===== config.mk =====
export PLATFORM = sky130hd
export DESIGN_NAME = twos_comp_serial
export DESIGN_NICKNAME = d
export VERILOG_FILES = /design/src/rtl/twos_comp_serial.sv
export SDC_FILE = /design/constraint.sdc
export NUM_CORES = 1
export LEC_CHECK = 0
export ABC_AREA = 1
export BUFFER_PORTS_ARGS = -buffer_cell sky130_fd_sc_hd__buf_2
export CORE_ASPECT_RATIO = 0.7
export CORE_MARGIN = 3
export CORE_UTILIZATION = 35
export CTS_CLUSTER_SIZE = 20
export DETAILED_ROUTE_END_ITERATION = 10
export PLACE_DENSITY = 0.59
export RECOVER_POWER = 100
export SLEW_MARGIN = 20
export SYNTH_ARGS = -nofsm -noshare
export SYNTH_HDL_FRONTEND = slang
export SYNTH_SLANG_ARGS = --single-unit

===== constraint.sdc =====
create_clock -name clk -period 6.3 [get_ports clk]
set_clock_uncertainty 0.1 [all_clocks]
set_input_delay 1.89 -clock clk [delete_from_list [all_inputs] [get_ports clk]]
set_output_delay 1.89 -clock clk [all_outputs]
set_load 0.005 [all_outputs]

===== src/rtl/twos_comp_serial.sv =====
// Multi-cycle sign unit: pass, negate, abs or -abs of a signed operand,
// processed CHUNK bits per cycle LSB first with a registered ripple carry.
module twos_comp_serial #(
    parameter int unsigned WIDTH = 16,
    parameter int unsigned CHUNK = 4,
    parameter bit          SAT   = 1'b1
) (
    input  logic             clk,
    input  logic             rst,
    input  logic             in_valid,
    output logic             in_ready,
    input  logic [WIDTH-1:0] in_data,
    input  logic [1:0]       mode,
    output logic             out_valid,
    input  logic             out_ready,
    output logic [WIDTH-1:0] out_data,
    output logic             ovf
);

    localparam int unsigned N  = WIDTH / CHUNK;
    localparam int unsigned CW = (N > 1) ? $clog2(N) : 1;
    localparam logic [CW-1:0]    LAST = CW'(N - 1);
    localparam logic [WIDTH-1:0] MIN  = {1'b1, {(WIDTH-1){1'b0}}};
    localparam logic [WIDTH-1:0] MAX  = ~MIN;

    typedef enum logic [1:0] {StIdle, StBusy, StDone} state_e;

    state_e           state_q, state_d;
    logic [WIDTH-1:0] data_q, data_d;
    logic [WIDTH-1:0] out_data_q, out_data_d;
    logic [CW-1:0]    count_q, count_d;
    logic             inv_q, inv_d;
    logic             carry_q, carry_d;
    logic             ovf_q, ovf_d;
    logic             out_valid_q, out_valid_d;

    logic             inv_in;
    logic [31:0]      base;
    logic [CHUNK-1:0] chunk_in;
    logic [CHUNK:0]   sum;

    // Invert decision from the offered operand; only used on accept.
    always_comb begin
        inv_in = 1'b0;
        case (mode)
            2'b00:   inv_in = 1'b0;
            2'b01:   inv_in = 1'b1;
            2'b10:   inv_in = in_data[WIDTH-1];
            default: inv_in = ~in_data[WIDTH-1];
        endcase
    end

    // One chunk of (x ^ inv) + carry; the carry-out ripples into the next cycle.
    always_comb begin
        base     = 32'(count_q) * CHUNK;
        chunk_in = data_q[base +: CHUNK];
        sum      = {1'b0, chunk_in ^ {CHUNK{inv_q}}} + {{CHUNK{1'b0}}, carry_q};
    end

    // Next-state logic: accept in IDLE, ripple in BUSY, present/handshake in DONE.
    always_comb begin
        state_d     = state_q;
        data_d      = data_q;
        out_data_d  = out_data_q;
        count_d     = count_q;
        inv_d       = inv_q;
        carry_d     = carry_q;
        ovf_d       = ovf_q;
        out_valid_d = out_valid_q;
        unique case (state_q)
            StIdle: begin
                if (in_valid) begin
                    data_d  = in_data;
                    inv_d   = inv_in;
                    carry_d = inv_in;
                    count_d = '0;
                    ovf_d   = (in_data == MIN) && ((mode == 2'b01) || (mode == 2'b10));
                    state_d = StBusy;
                end
            end
            StBusy: begin
                data_d[base +: CHUNK] = sum[CHUNK-1:0];
                carry_d               = sum[CHUNK];
                count_d               = count_q + CW'(1);
                if (count_q == LAST) begin
                    count_d = '0;
                    state_d = StDone;
                end
            end
            StDone: begin
                // First DONE cycle loads the output register (saturating if asked).
                if (!out_valid_q) begin
                    out_valid_d = 1'b1;
                    out_data_d  = (SAT && ovf_q) ? MAX : data_q;
                end else if (out_ready) begin
                    out_valid_d = 1'b0;
                    state_d     = StIdle;
                end
            end
            default: state_d = StIdle;
        endcase
    end

    // State register with synchronous reset that aborts any operation in flight.
    always_ff @(posedge clk) begin
        if (rst) begin
            state_q     <= StIdle;
            data_q      <= '0;
            out_data_q  <= '0;
            count_q     <= '0;
            inv_q       <= 1'b0;
            carry_q     <= 1'b0;
            ovf_q       <= 1'b0;
            out_valid_q <= 1'b0;
        end else begin
            state_q     <= state_d;
            data_q      <= data_d;
            out_data_q  <= out_data_d;
            count_q     <= count_d;
            inv_q       <= inv_d;
            carry_q     <= carry_d;
            ovf_q       <= ovf_d;
            out_valid_q <= out_valid_d;
        end
    end

    assign in_ready  = (state_q == StIdle);
    assign out_valid = out_valid_q;
    assign out_data  = out_data_q;
    assign ovf       = ovf_q && out_valid_q;

endmodule


==> results.sh <==
export IMPL_yosysWarnings=0
export IMPL_syn_to_final_growth_pct=16.8
export IMPL_reg2reg_depth=12
export IMPL_p_int_uw=455
export IMPL_cts_tree="built"
export IMPL_status="completed"
export IMPL_grt_max_degree=26
export IMPL_syn_inst=297
export IMPL_routed_wirelength_mm=6.28
export IMPL_antenna_found_initial=0
export IMPL_syn_area_um2=2120
export IMPL_finalWeightedCongestion=0.899
export IMPL_postCtsSetupBuffers=0
export IMPL_drtIter0Drc=139
export IMPL_synth_seq_area_share_pct=37.8
export IMPL_pwr_share_seq_pct=44.7
export IMPL_clk_path_buf_depth=2
export IMPL_p_sw_share_pct=28.1
export IMPL_drive_gt1_share_pct=15.7
export IMPL_ys_ff_latch=40
export IMPL_fin_nets=363
export IMPL_syn_num_nets=328
export IMPL_startpoint_type="register"
export IMPL_layout_commonest_cell="nand2_1"
export IMPL_path_clk_slew_ns=0.07
export IMPL_clock_latency_ns=0.30
export IMPL_grt_pass1_wl_mm=9.96
export IMPL_power_frac_comb_pct=16.1
export IMPL_ant_nets=0
export IMPL_worstReg2RegStart="count_q[0]$_SDFFE_PP0P_"
export IMPL_worstPathRequired_ns=4.31
export IMPL_ios=41
export IMPL_worstReg2RegEnd="data_q[14]$_SDFFE_PP0P_"
export IMPL_grt_overflow=0
export IMPL_die_w_um=99.0
export IMPL_vdd_ir_drop_max_uv=105
export IMPL_powerDensity_nw_per_um2=256
export IMPL_htreeDepth=2
export IMPL_hold_depth=2
export IMPL_grt_usage_pct=18.2
export IMPL_fmax_mhz=280
export IMPL_drv_slew=0
export IMPL_dpl_hpwl_mm=4.71
export IMPL_finalHoldViolCount=0
export IMPL_power_frac_clock_pct=39.2
export IMPL_p_leak_uw=0.00105
export IMPL_rsz0062_at_grt="false"
export IMPL_core_um2=5780
export IMPL_clkSinkCount=40
export IMPL_crit_start="ovf_q$_SDFFE_PP0P_"
export IMPL_relSlewSlack_pct=25.0
export IMPL_maxCapViolCount=0
export IMPL_dr_pass1_iters=5
export IMPL_diodes=0
export IMPL_row_count=23
export IMPL_power_uw=633
export IMPL_hp_class="reg2reg"
export IMPL_crit_path_end="ovf"
export IMPL_cts_root_buf="clkbuf_8"
export IMPL_routed_via_count=2142
export IMPL_setup_violations=0
export IMPL_dieArea_um2=7040
export IMPL_place_ws_ns=3.16
export IMPL_remaining_drc_errors=0
export IMPL_cp_data_arrival_time_ns=1.58
export IMPL_fin_crit_sh_pct=56.6
export IMPL_fin_ws_ns=2.73
export IMPL_cts_buffers_inserted=5
export IMPL_setup_tns_final_ns=0
export IMPL_initial_core_util_pct=36.6
export IMPL_io_buffers=40
export IMPL_setup_worst_path_end_class="output port"
export IMPL_final_cell_mix="nand2_1, dfxtp_1, buf_2, a21oi_1, inv_1"
export IMPL_final_util_pct=42.8
export IMPL_critPathKind="reg2out"
export IMPL_vias_per_cell=5.26
export IMPL_wl_per_cell_um=15.4
export IMPL_die_h_um=71.1
export IMPL_ff2ff_setup_slack_ns=3.53
export IMPL_worstPathMaxFanout=18
export IMPL_grt_pass1_vias=1875
export IMPL_avgSynthCellArea_um2=7.13
export IMPL_net_switching_power_uw=178
export IMPL_cts_resized=0
export IMPL_tightest_slew_ns=1.12
export IMPL_ys_types=28
export IMPL_fin_crit_ns=3.57
export IMPL_cts_hold_buffers=0
## per-layer routing
metal  GRT usage (%)  vias to the layer above  wire length [um]
li1                -                     1084                 -
met1            29.5                      973              3370
met2            23.1                       74              2400
met3            3.94                       11               423
met4            5.91                        0                89
met5               0                        -                 0
## sequential cells by signal (all words and copies together) (netlist names)
register and count:
inv_q 1, data_q 16, out_data 16, state_q 2, carry_q 1, ovf_q 1
count_q 2, out_valid 1
## synth_stat cells, drive strengths merged
| library cell | count | area, um^2 |
|---|---|---|
| nand2 | 81 | 322 |
| dfxtp | 40 | 801 |
| a21oi | 31 | 155 |
| inv | 27 | 101 |
| o21ai | 23 | 115 |
| nand3 | 18 | 100 |
| o211ai | 15 | 113 |
| nor2 | 11 | 43.8 |
| a31oi | 10 | 62.6 |
| clkbuf | 9 | 33.8 |
| ha | 9 | 113 |
| nand4 | 5 | 31.3 |
| buf | 4 | 28.8 |
| nor3 | 4 | 20.0 |
| nor4 | 3 | 18.8 |
| a22oi | 2 | 15.0 |
| xor2 | 2 | 25.0 |
| a211oi | 1 | 7.51 |
| a32oi | 1 | 8.76 |
| clkinv | 1 | 3.75 |
## worst min path at each step
stage | start | end
after detailed placement | out_data[11]$_SDFFE_PP0P_ | out_data[11]$_SDFFE_PP0P_
after floorplan | out_data[0]$_SDFFE_PP0P_ | out_data[0]$_SDFFE_PP0P_
after global routing | out_data[8]$_SDFFE_PP0P_ | out_data[8]$_SDFFE_PP0P_
after CTS | out_data[11]$_SDFFE_PP0P_ | out_data[11]$_SDFFE_PP0P_
final | out_data[7]$_SDFFE_PP0P_ | out_data[7]$_SDFFE_PP0P_
after global placement | out_data[11]$_SDFFE_PP0P_ | out_data[11]$_SDFFE_PP0P_
## worst max-delay path: stages (launching register included)
cell and delay [ns]:
dfxtp_1 0.31, clkbuf_1 0.67, nand2_1 0.11, inv_1 0.07
buf_2 0.10
## logic make-up (layout without fill, tap and decap cells)
logic type                 after synthesis  after routing  synth area share (%)
xor gates and xnor gates                 2              2                  1.18
DFF                                     40             40                  37.8
adders and majority gates                9              9                  5.32
AOI/OAI and AO/OA                       83             83                  22.5
and+or+nand+nor                        122            122                  25.3
buffers and inverters                   41             76                  7.91
## metrics by stage
| step | cell area, um^2 | cells | hold WS [ns] |
|---|---|---|---|
| after global routing | 2470 | 407 | 0.393 |
| after detailed placement | 2360 | 400 | 0.354 |
| after floorplan | 2120 | 297 | 0.361 |
| final | 2470 | 407 | 0.364 |
| after global placement | 2360 | 400 | 0.348 |
| after CTS | 2490 | 407 | 0.366 |
## layout make-up
cell class	instances	area (um^2)
multi-input cells	216	1150
clock buffers	5	68.8
clock inverters	2	60.1
well taps	75	93.8
fillers	618	3310
inverters	28	105
flip-flops and latches	40	801
repair buffers	41	195
## power groups by stage
stage               clock, uW  combinational, uW  sequential, uW
CTS                       253                101             283
floorplan                   0               73.5             280
finish                    248                102             283
detailed placement          0                100             288
global route              264                114             285
global placement            0               99.9             289
(Power assumes the default switching activity.)
